===== config.mk =====
export PLATFORM = sky130hd
export DESIGN_NAME = reg_ctx_sequencer_flat
export DESIGN_NICKNAME = d
export VERILOG_FILES = /design/src/rtl/reg_ctx_sequencer_if.sv /design/src/rtl/reg_ctx_sequencer.sv /design/src/flat_wrapper.sv
export SDC_FILE = /design/constraint.sdc
export NUM_CORES = 1
export LEC_CHECK = 0
export ABC_AREA = 1
export CORE_AREA = 2 2 69 71
export CTS_CLUSTER_DIAMETER = 120
export DETAILED_ROUTE_END_ITERATION = 16
export DIE_AREA = 0 0 71 73
export HOLD_SLACK_MARGIN = 0.05
export PLACE_DENSITY = 0.86
export SYNTH_ARGS = -nofsm -noshare
export SYNTH_HDL_FRONTEND = slang
export SYNTH_SLANG_ARGS = --single-unit

===== constraint.sdc =====
create_clock -name clk -period 4.5 [get_ports clk]
set_input_delay 1.35 -clock clk [delete_from_list [all_inputs] [get_ports clk]]
set_output_delay 1.35 -clock clk [all_outputs]
set_load 0.05 [all_outputs]

===== src/rtl/reg_ctx_sequencer_if.sv =====
// Handshake/bus bundle between the context sequencer, the register file,
// the register memory and the CPU control unit.
interface reg_ctx_sequencer_if #(
    parameter int ADDR_W = 5,
    parameter int DATA_W = 32,
    parameter int CTX_W  = 2
);
    logic                    save_req;
    logic                    restore_req;
    logic [CTX_W-1:0]        ctx_id;

    logic [ADDR_W-1:0]       rf_raddr;
    logic [DATA_W-1:0]       rf_rdata;
    logic                    rf_write;
    logic [ADDR_W-1:0]       rf_waddr;
    logic [DATA_W-1:0]       rf_wdata;

    logic                    rm_read;
    logic                    rm_write;
    logic [CTX_W+ADDR_W-1:0] rm_addr;
    logic [DATA_W-1:0]       rm_wdata;
    logic [DATA_W-1:0]       rm_rdata;
    logic                    rm_busywait;

    logic                    busywait;
    logic                    done;

    modport master (
        input  save_req, restore_req, ctx_id,
        input  rf_rdata, rm_rdata, rm_busywait,
        output rf_raddr, rf_write, rf_waddr, rf_wdata,
        output rm_read, rm_write, rm_addr, rm_wdata,
        output busywait, done
    );

    modport slave (
        output save_req, restore_req, ctx_id,
        output rf_rdata, rm_rdata, rm_busywait,
        input  rf_raddr, rf_write, rf_waddr, rf_wdata,
        input  rm_read, rm_write, rm_addr, rm_wdata,
        input  busywait, done
    );
endinterface


===== src/rtl/reg_ctx_sequencer.sv =====
// Register-file context save/restore sequencer: streams x1..x31 between
// the register file and one slot of register memory, stalling the pipe.
module reg_ctx_sequencer #(
    parameter int NUM_REGS = 32,
    parameter int ADDR_W   = 5,
    parameter int DATA_W   = 32,
    parameter int CTX_W    = 2
) (
    input  logic                clk,
    input  logic                reset,
    reg_ctx_sequencer_if.master bus
);
    typedef enum logic [1:0] {
        ST_IDLE,
        ST_SAVE,
        ST_RESTORE,
        ST_DONE
    } state_t;

    localparam logic [ADDR_W-1:0] FIRST = ADDR_W'(1);
    localparam logic [ADDR_W-1:0] LAST  = ADDR_W'(NUM_REGS - 1);

    state_t             state;
    state_t             state_n;
    logic [ADDR_W-1:0]  idx;
    logic [ADDR_W-1:0]  idx_n;
    logic [CTX_W-1:0]   ctx;
    logic [CTX_W-1:0]   ctx_n;

    // State, register index and latched context slot.
    always_ff @(posedge clk or negedge reset) begin
        if (!reset) begin
            state <= ST_IDLE;
            idx   <= FIRST;
            ctx   <= '0;
        end else begin
            state <= state_n;
            idx   <= idx_n;
            ctx   <= ctx_n;
        end
    end

    // Next-state and Mealy outputs; idx holds at the last register so it never wraps.
    always_comb begin
        state_n         = state;
        idx_n           = idx;
        ctx_n           = ctx;
        bus.rf_raddr    = '0;
        bus.rf_write    = 1'b0;
        bus.rf_waddr    = '0;
        bus.rf_wdata    = '0;
        bus.rm_read     = 1'b0;
        bus.rm_write    = 1'b0;
        bus.rm_addr     = '0;
        bus.rm_wdata    = '0;
        bus.busywait    = 1'b0;
        bus.done        = 1'b0;
        unique case (state)
            ST_IDLE: begin
                if (bus.save_req) begin
                    state_n = ST_SAVE;
                    idx_n   = FIRST;
                    ctx_n   = bus.ctx_id;
                end else if (bus.restore_req) begin
                    state_n = ST_RESTORE;
                    idx_n   = FIRST;
                    ctx_n   = bus.ctx_id;
                end
            end
            ST_SAVE: begin
                bus.busywait = 1'b1;
                bus.rf_raddr = idx;
                bus.rm_write = 1'b1;
                bus.rm_addr  = {ctx, idx};
                bus.rm_wdata = bus.rf_rdata;
                if (!bus.rm_busywait) begin
                    if (idx == LAST) begin
                        state_n = ST_DONE;
                    end else begin
                        idx_n = idx + FIRST;
                    end
                end
            end
            ST_RESTORE: begin
                bus.busywait = 1'b1;
                bus.rm_read  = 1'b1;
                bus.rm_addr  = {ctx, idx};
                if (!bus.rm_busywait) begin
                    bus.rf_write = 1'b1;
                    bus.rf_waddr = idx;
                    bus.rf_wdata = bus.rm_rdata;
                    if (idx == LAST) begin
                        state_n = ST_DONE;
                    end else begin
                        idx_n = idx + FIRST;
                    end
                end
            end
            ST_DONE: begin
                bus.done = 1'b1;
                state_n  = ST_IDLE;
            end
            default: begin
                state_n = ST_IDLE;
            end
        endcase
    end
endmodule


===== src/flat_wrapper.sv =====
// flat-port wrapper written by rule: the top's interface ports become plain ports
module reg_ctx_sequencer_flat 
#(
    parameter int NUM_REGS = 32,
    parameter int ADDR_W   = 5,
    parameter int DATA_W   = 32,
    parameter int CTX_W    = 2
)
  (clk, reset, bus_save_req, bus_restore_req, bus_ctx_id, bus_rf_rdata, bus_rm_rdata, bus_rm_busywait, bus_rf_raddr, bus_rf_write, bus_rf_waddr, bus_rf_wdata, bus_rm_read, bus_rm_write, bus_rm_addr, bus_rm_wdata, bus_busywait, bus_done);
  reg_ctx_sequencer_if #(.ADDR_W(ADDR_W), .DATA_W(DATA_W), .CTX_W(CTX_W)) bus_i ();
  input  logic clk;
  input  logic reset;
  input wire logic [$bits(bus_i.save_req)-1:0] bus_save_req;
  input wire logic [$bits(bus_i.restore_req)-1:0] bus_restore_req;
  input wire logic [$bits(bus_i.ctx_id)-1:0] bus_ctx_id;
  input wire logic [$bits(bus_i.rf_rdata)-1:0] bus_rf_rdata;
  input wire logic [$bits(bus_i.rm_rdata)-1:0] bus_rm_rdata;
  input wire logic [$bits(bus_i.rm_busywait)-1:0] bus_rm_busywait;
  output wire logic [$bits(bus_i.rf_raddr)-1:0] bus_rf_raddr;
  output wire logic [$bits(bus_i.rf_write)-1:0] bus_rf_write;
  output wire logic [$bits(bus_i.rf_waddr)-1:0] bus_rf_waddr;
  output wire logic [$bits(bus_i.rf_wdata)-1:0] bus_rf_wdata;
  output wire logic [$bits(bus_i.rm_read)-1:0] bus_rm_read;
  output wire logic [$bits(bus_i.rm_write)-1:0] bus_rm_write;
  output wire logic [$bits(bus_i.rm_addr)-1:0] bus_rm_addr;
  output wire logic [$bits(bus_i.rm_wdata)-1:0] bus_rm_wdata;
  output wire logic [$bits(bus_i.busywait)-1:0] bus_busywait;
  output wire logic [$bits(bus_i.done)-1:0] bus_done;
  assign bus_i.save_req = bus_save_req;
  assign bus_i.restore_req = bus_restore_req;
  assign bus_i.ctx_id = bus_ctx_id;
  assign bus_i.rf_rdata = bus_rf_rdata;
  assign bus_i.rm_rdata = bus_rm_rdata;
  assign bus_i.rm_busywait = bus_rm_busywait;
  assign bus_rf_raddr = bus_i.rf_raddr;
  assign bus_rf_write = bus_i.rf_write;
  assign bus_rf_waddr = bus_i.rf_waddr;
  assign bus_rf_wdata = bus_i.rf_wdata;
  assign bus_rm_read = bus_i.rm_read;
  assign bus_rm_write = bus_i.rm_write;
  assign bus_rm_addr = bus_i.rm_addr;
  assign bus_rm_wdata = bus_i.rm_wdata;
  assign bus_busywait = bus_i.busywait;
  assign bus_done = bus_i.done;
  reg_ctx_sequencer #(.NUM_REGS(NUM_REGS), .ADDR_W(ADDR_W), .DATA_W(DATA_W), .CTX_W(CTX_W)) u_core (.clk(clk), .reset(reset), .bus(bus_i));
endmodule

# Word level (Yosys, flattened, before mapping)
# Index checks and enable logic that the tools add are counted.
op_classes:
  n_mux: 25
  n_addsub: 1
  n_reduce_logical: 7
  eq_ne: 8
op_table:
  columns: ["cell", "count"]
  rows:
  - ["32-bit two-way mux", 3]
  - ["5-bit two-way mux", 7]
  - ["2-bit two-way mux", 6]
  - ["5-bit one-hot mux with 2 select lines", 1]
  - ["7-bit two-way mux", 1]
  - ["1-bit two-way mux", 6]
  - ["2-bit one-hot mux with 3 select lines", 1]
  - ["5-bit by 1-bit adder with 5-bit output (second input constant)", 1]
  - ["5-bit == test (second input constant)", 1]
  - ["2-bit == test (second input constant)", 2]
  - ["2-bit inequality test (second input constant)", 2]
  - ["4-bit AND reduction", 1]
  - ["2-bit nonzero test", 2]
  - ["3-bit inequality test (second input constant)", 1]
  - ["3-bit AND reduction", 1]
  - ["2-bit by 1-bit == test with 1-bit output (second input constant)", 1]
  - ["2-bit logical NOT", 1]
  - ["2-bit by 1-bit inequality test with 1-bit output (second input constant)", 1]
  - ["2-bit AND reduction", 1]
  - ["2-bit OR reduction", 1]
word_totals:
  elab_cells: 44
  regBits: 9
  output_inout_bits: 86
  inputBits: 71

# Longest topological paths before layout
# Gate-level depths: netlist (run 1).
depth:
  word_depth: 4
  ltp_mapped: 11
  ltp_nobuf: 11

# Worst setup path before layout (run 1)
# OpenSTA, ideal clock, no wires.
synth_path:
  path_type: "in2out"
  from: "in bus_rm_busywait"
  to: "out bus_rf_wdata[10]"
  t_arrival_ps: 2821
  n_path_buf: 1
  t_required_ps: 3150
  setup_slack_ps: 329
  path_stages: 4
  cell_sequence: "nor2_2 > inv_2 > buf_2 > nor2_1"
synth_between:
  elab_chain_cells: 2
synth_lines:
  columns: ["element", "line", "source"]
  rows:
  - ["from (decl)", "flat_wrapper.sv:18", "input wire logic [$bits(bus_i.rm_busywait)-1:0] bus_rm_busywait;"]
  - ["32-bit two-way mux", "reg_ctx_sequencer.sv:88", "if (!bus.rm_busywait) begin"]
  - ["32-bit two-way mux", "reg_ctx_sequencer.sv:58", "unique case (state)"]
  - ["to (decl)", "flat_wrapper.sv:22", "output wire logic [$bits(bus_i.rf_wdata)-1:0] bus_rf_wdata;"]
# No other way between the ends.

# Worst setup path in the final report (run 1)
layout_path:
  from: "in bus_rm_busywait"
  to: "out bus_rf_write"
layout_between:
  elab_chain_cells: 2
layout_lines:
  columns: ["element", "line", "source"]
  rows:
  - ["1-bit two-way mux", "reg_ctx_sequencer.sv:88", null]
  - ["1-bit two-way mux", "reg_ctx_sequencer.sv:58", null]
  - ["to (decl)", "flat_wrapper.sv:20", "output wire logic [$bits(bus_i.rf_write)-1:0] bus_rf_write;"]
# No other way between the ends.

==> impl_summary.txt, run 1 <==
----------------------------------------------------
[Clock tree]
  Clk Tree Root Cell ... sky130_fd_sc_hd__clkbuf_8
  Count of buffers added by post-CTS timing repair for setup ... 0
  Number of hold-repair buffers added at the cts stage ... 0
  Maximum clock insertion buffer count ... 2
  Clock transition at the register clock pins on the worst setup and hold paths after CTS ... 40 ps
  Clock tree from TritonCTS ... yes
  Depth of the CTS H-tree ... 1
  Clk_lat worst skew ... 230 ps
  CTS buffer count ... 3
  Sinks on Clock Net ... 9
  Post-cts repair resize count ... 0

[Route]
  First-pass DRT Iterations ... 4
  Routed Antenna Nets ... 0
  Vias after detailed routing ... between 1500 and 2000
  1st-iter DRT viols ... 85
  DRC violations left ... 0
  Wire per inst ... approximately 13 um
  Routed wire length ... 5710 um
  Via/cell ratio ... 4.094

[STA]
  Slew Viols, Final ... 0
  Worst-case clock skew ... 0.09742 ps
  Headroom to the max-slew limit ... 0.6315
  RSZ-0062 raised after global routing ... no
  Clock period minus worst slack ... 4113 ps
  Final count of negative-setup-slack endpoints ... 0
  Transition time of the tightest slew-check pin ... around 550 ps
  Fmax achieved ... 243.1 MHz
  Final Hold Vio Count ... 0
  Final Cycle Share ... 0.9140
  Post-route worst hold slack ... 509.1 ps
  Setup Total Neg Slack ... 0 ps
  Worst Setup Slack, final ... just under 400 ps

[Synth]
  Number of flops mapped to enable cells by yosys ... 0
  Ys async rst share ... 1.000
  Share of synthesized area spent on multiplexers ... 0
  Dominant cells by area after synthesis ... sky130_fd_sc_hd__inv_1 28%, sky130_fd_sc_hd__nand2_1 20%, sky130_fd_sc_hd__dfrtp_1 17%, sky130_fd_sc_hd__nor2_1 13%, sky130_fd_sc_hd__ha_1 6.2%
  Number of synthesized register bits ... 9
  Main combinational cell family by area after synthesis ... simple AND/OR/NAND/NOR gates
  Total nets after synthesis ... about 320
  Cell with the most instances after synthesis ... sky130_fd_sc_hd__inv_1
  Mean post-synth cell area ... 5.020 um2
  Seq/Total Area, Yosys ... 0.1880
  Commonest cells in the netlist ... 91 x sky130_fd_sc_hd__inv_1, 64 x sky130_fd_sc_hd__nand2_1, 41 x sky130_fd_sc_hd__nor2_1
  Share of Yosys cell area claimed by the top area cell type ... 0.2835
  Share of synthesized cell area in and, or, nand and nor gates ... 0.3790
  Number of unique standard cell types used by synthesis ... 18
  Post-synthesis share of cell area spent on xor and xnor gates ... 0
  Gate count of the mapped netlist ... 240
  Cell taking the most area after synthesis ... sky130_fd_sc_hd__inv_1
  Summed instance area of the synthesized netlist ... 1205 um2
  Count of yosys warnings during synthesis ... 0
  Share of the synthesized area in compound gates (AO/OA/AOI/OAI) ... 0.04569
  Post-synthesis adder-cell area fraction ... 0.06231
  Main synth FF type ... sky130_fd_sc_hd__dfrtp_1

[Layout]
  Area overhead of the layout relative to synthesis ... 165.7%
  Number of fill cells ... 343
  Area taken by flip-flops and latches ... 226.5 um2
  Area of the multi-input gates ... about 600 um2
  Final net count ... 472
  Share of layout cells above drive strength 1 ... 0.1472
  Final antenna diode count ... 0

[Global route]
  Vias in the first global route ... around 1600
  Met3 usage ... 0.03729
  Global-route track usage on met2 ... 0.3821
  Largest net degree at the start of global routing ... 38
  Aggregate global routing overflow ... 0
  Initial antenna violation count ... 0
  Overall Global Routing Usage ... 0.1990
  Met1 Usage GRT ... 0.2235
  Busiest layer in global routing ... met2
  First-pass GRT wire length ... 8107 um

[Hold path]
  Worst hold path class ... reg2reg

[Critical path]
  Top fanout value on the critical path ... 2
  Crit. End Element ... output pin
  Largest delay share family, worst path ... buffers and inverters
  CP Buf/Inv Count ... 2
  CP max-delay cell ... sky130_fd_sc_hd__clkdlybuf4s50_1
  Cell-by-cell listing of the critical path ... clkdlybuf4s50_1 -> nor2_2 -> clkdlybuf4s50_1
  Crit-path max cell delay ... 810 ps
  Cell type with the highest occurrence count on the critical path ... sky130_fd_sc_hd__clkdlybuf4s50_1
  Sort of element at the start of the critical path ... input pin
  Category of the critical setup timing path ... in2out
  Required time of the worst setup path ... 3150 ps
  CP Data Arrival Time ... 2760 ps

[Power and ir drop]
  Combinational cell fraction of total power ... 0.861
  Sequential Power Share ... 0.086
  Cell-internal power ... 694.4 uW
  Clk pwr share ... 0.053
  Pleak ... between 0.0015 and 0.002 uW
  Sw power ... ~1000 uW
  Cell Pwr Density ... ~540 nW/um2
  Fraction of power spent switching nets ... 0.6010
  VDD IR-drop max ... 0.5230 mV

[Place]
  Worst slack at placement ... 389.8 ps
  Port buffer count ... 156
  Placer congestion estimate ... 0.9084
  Detailed placer's ending HPWL ... 4762 um

[Run status]
  Run status ... completed

[Die]
  Die span in y ... 73 um
  Area of the die ... 5183 um2
  IO Count ... between 150 and 200
  Total core area ... between 4000 and 5000 um2
  Overall die width ... 71 um
  Initial Util ... 0.2657
  Count of standard-cell rows ... 25

[Flow run]
  Number of maximum-capacitance constraint violations ... 0

----------------------------------------------------
## flip-flops by register name, indices dropped and copies added, names as in the netlist
| register | cells |
|---|---|
| u_core.ctx | 2 |
| u_core.state | 2 |
| u_core.idx | 5 |
## cell usage in the layout (no fill, tap or decap), types with 2 or more instances in the layout
cell type,count
sky130_fd_sc_hd__nand2_2,2
sky130_fd_sc_hd__inv_2,2
sky130_fd_sc_hd__nor2_1,41
sky130_fd_sc_hd__buf_4,10
sky130_fd_sc_hd__dfrtp_1,8
sky130_fd_sc_hd__clkbuf_8,3
sky130_fd_sc_hd__nand3_1,2
sky130_fd_sc_hd__o21ai_0,2
sky130_fd_sc_hd__nand2_1,64
sky130_fd_sc_hd__o21ai_1,8
sky130_fd_sc_hd__inv_1,91
sky130_fd_sc_hd__ha_1,6
sky130_fd_sc_hd__clkdlybuf4s50_1,111
sky130_fd_sc_hd__buf_12,37
## worst min-delay path: cells and delay by family (launching register included)
kind               cells  cell delay (ps)
AOI/OAI and AO/OA      1               60
DFF                    1              350
and+or+nand+nor        1               50
## cells by family after synthesis
logic type	count (synthesis)
AOI/OAI and AO/OA	11
and+or+nand+nor	113
adders and majority gates	6
DFF	9
buffers and inverters	101
## routing by layer
metal  up-vias  share of wire
met5         -              0
met4         0         0.0089
met3         6          0.065
met2        79           0.54
met1       799           0.39
li1        950              -
## metrics by stage
step,utilization,cell area (um2),power [uW],cells
global route,0.7059,3202,1833,448
floorplan,-,1205,1099,240
global placement,0.6960,3157,1618,444
finish,0.7059,3202,1741,448
CTS,0.7059,3202,1751,448
detailed placement,0.6960,3157,1647,444
## power groups by stage
stage,registers [uW],logic (uW),clock network [uW]
floorplan,138,961,0
global placement,146,1470,0
detailed placement,148,1500,0
CTS,149,1510,95.8
global route,152,1580,102
finish,149,1500,92.5
## cell type report
cell class / count / share of cell area
well taps: 54 / 0.02110
flip-flops and latches: 9 / 0.07073
clock buffers: 4 / 0.01407
multi-input cells: 130 / 0.1833
inverters: 93 / 0.1090
repair buffers: 158 / 0.6018
## final timing paths
path,from,endpoint,slack (ps),depth (start not counted)
worst max-delay path,bus_rm_busywait,bus_rf_write,390,3
worst min-delay path,u_core.ctx[0],u_core.ctx[0],510,2
worst max register to register,u_core.state[0],u_core.idx[3],2670,7
worst min register to register,u_core.ctx[0],u_core.ctx[0],510,2
max in group asynchronous,reset,u_core.idx[0],2760,1
min in group asynchronous,reset,u_core.idx[3],1420,1
Note: power is estimated with default switching activity, not from simulation.
==> run 2: changes to the inputs <==
--- a/config.mk
+++ b/config.mk
@@ -10,6 +10,7 @@
 export CTS_CLUSTER_DIAMETER = 120
 export DETAILED_ROUTE_END_ITERATION = 16
 export DIE_AREA = 0 0 71 73
+export GPL_ROUTABILITY_DRIVEN = 0
 export HOLD_SLACK_MARGIN = 0.05
 export PLACE_DENSITY = 0.86
 export SYNTH_ARGS = -nofsm -noshare
==> results of run 2 <==
Final layout, timing and power as in run 1 (identical DEF).
==> run 3: changes to the inputs <==
--- a/config.mk
+++ b/config.mk
@@ -6,6 +6,7 @@
 export NUM_CORES = 1
 export LEC_CHECK = 0
 export ABC_AREA = 1
+export CAP_MARGIN = 20
 export CORE_AREA = 2 2 69 71
 export CTS_CLUSTER_DIAMETER = 120
 export DETAILED_ROUTE_END_ITERATION = 16
@@ -13,6 +14,7 @@
 export GPL_ROUTABILITY_DRIVEN = 0
 export HOLD_SLACK_MARGIN = 0.05
 export PLACE_DENSITY = 0.86
+export SLEW_MARGIN = 30
 export SYNTH_ARGS = -nofsm -noshare
 export SYNTH_HDL_FRONTEND = slang
 export SYNTH_SLANG_ARGS = --single-unit
==> results of run 3 <==
Final layout, timing and power as in run 1 (identical DEF).
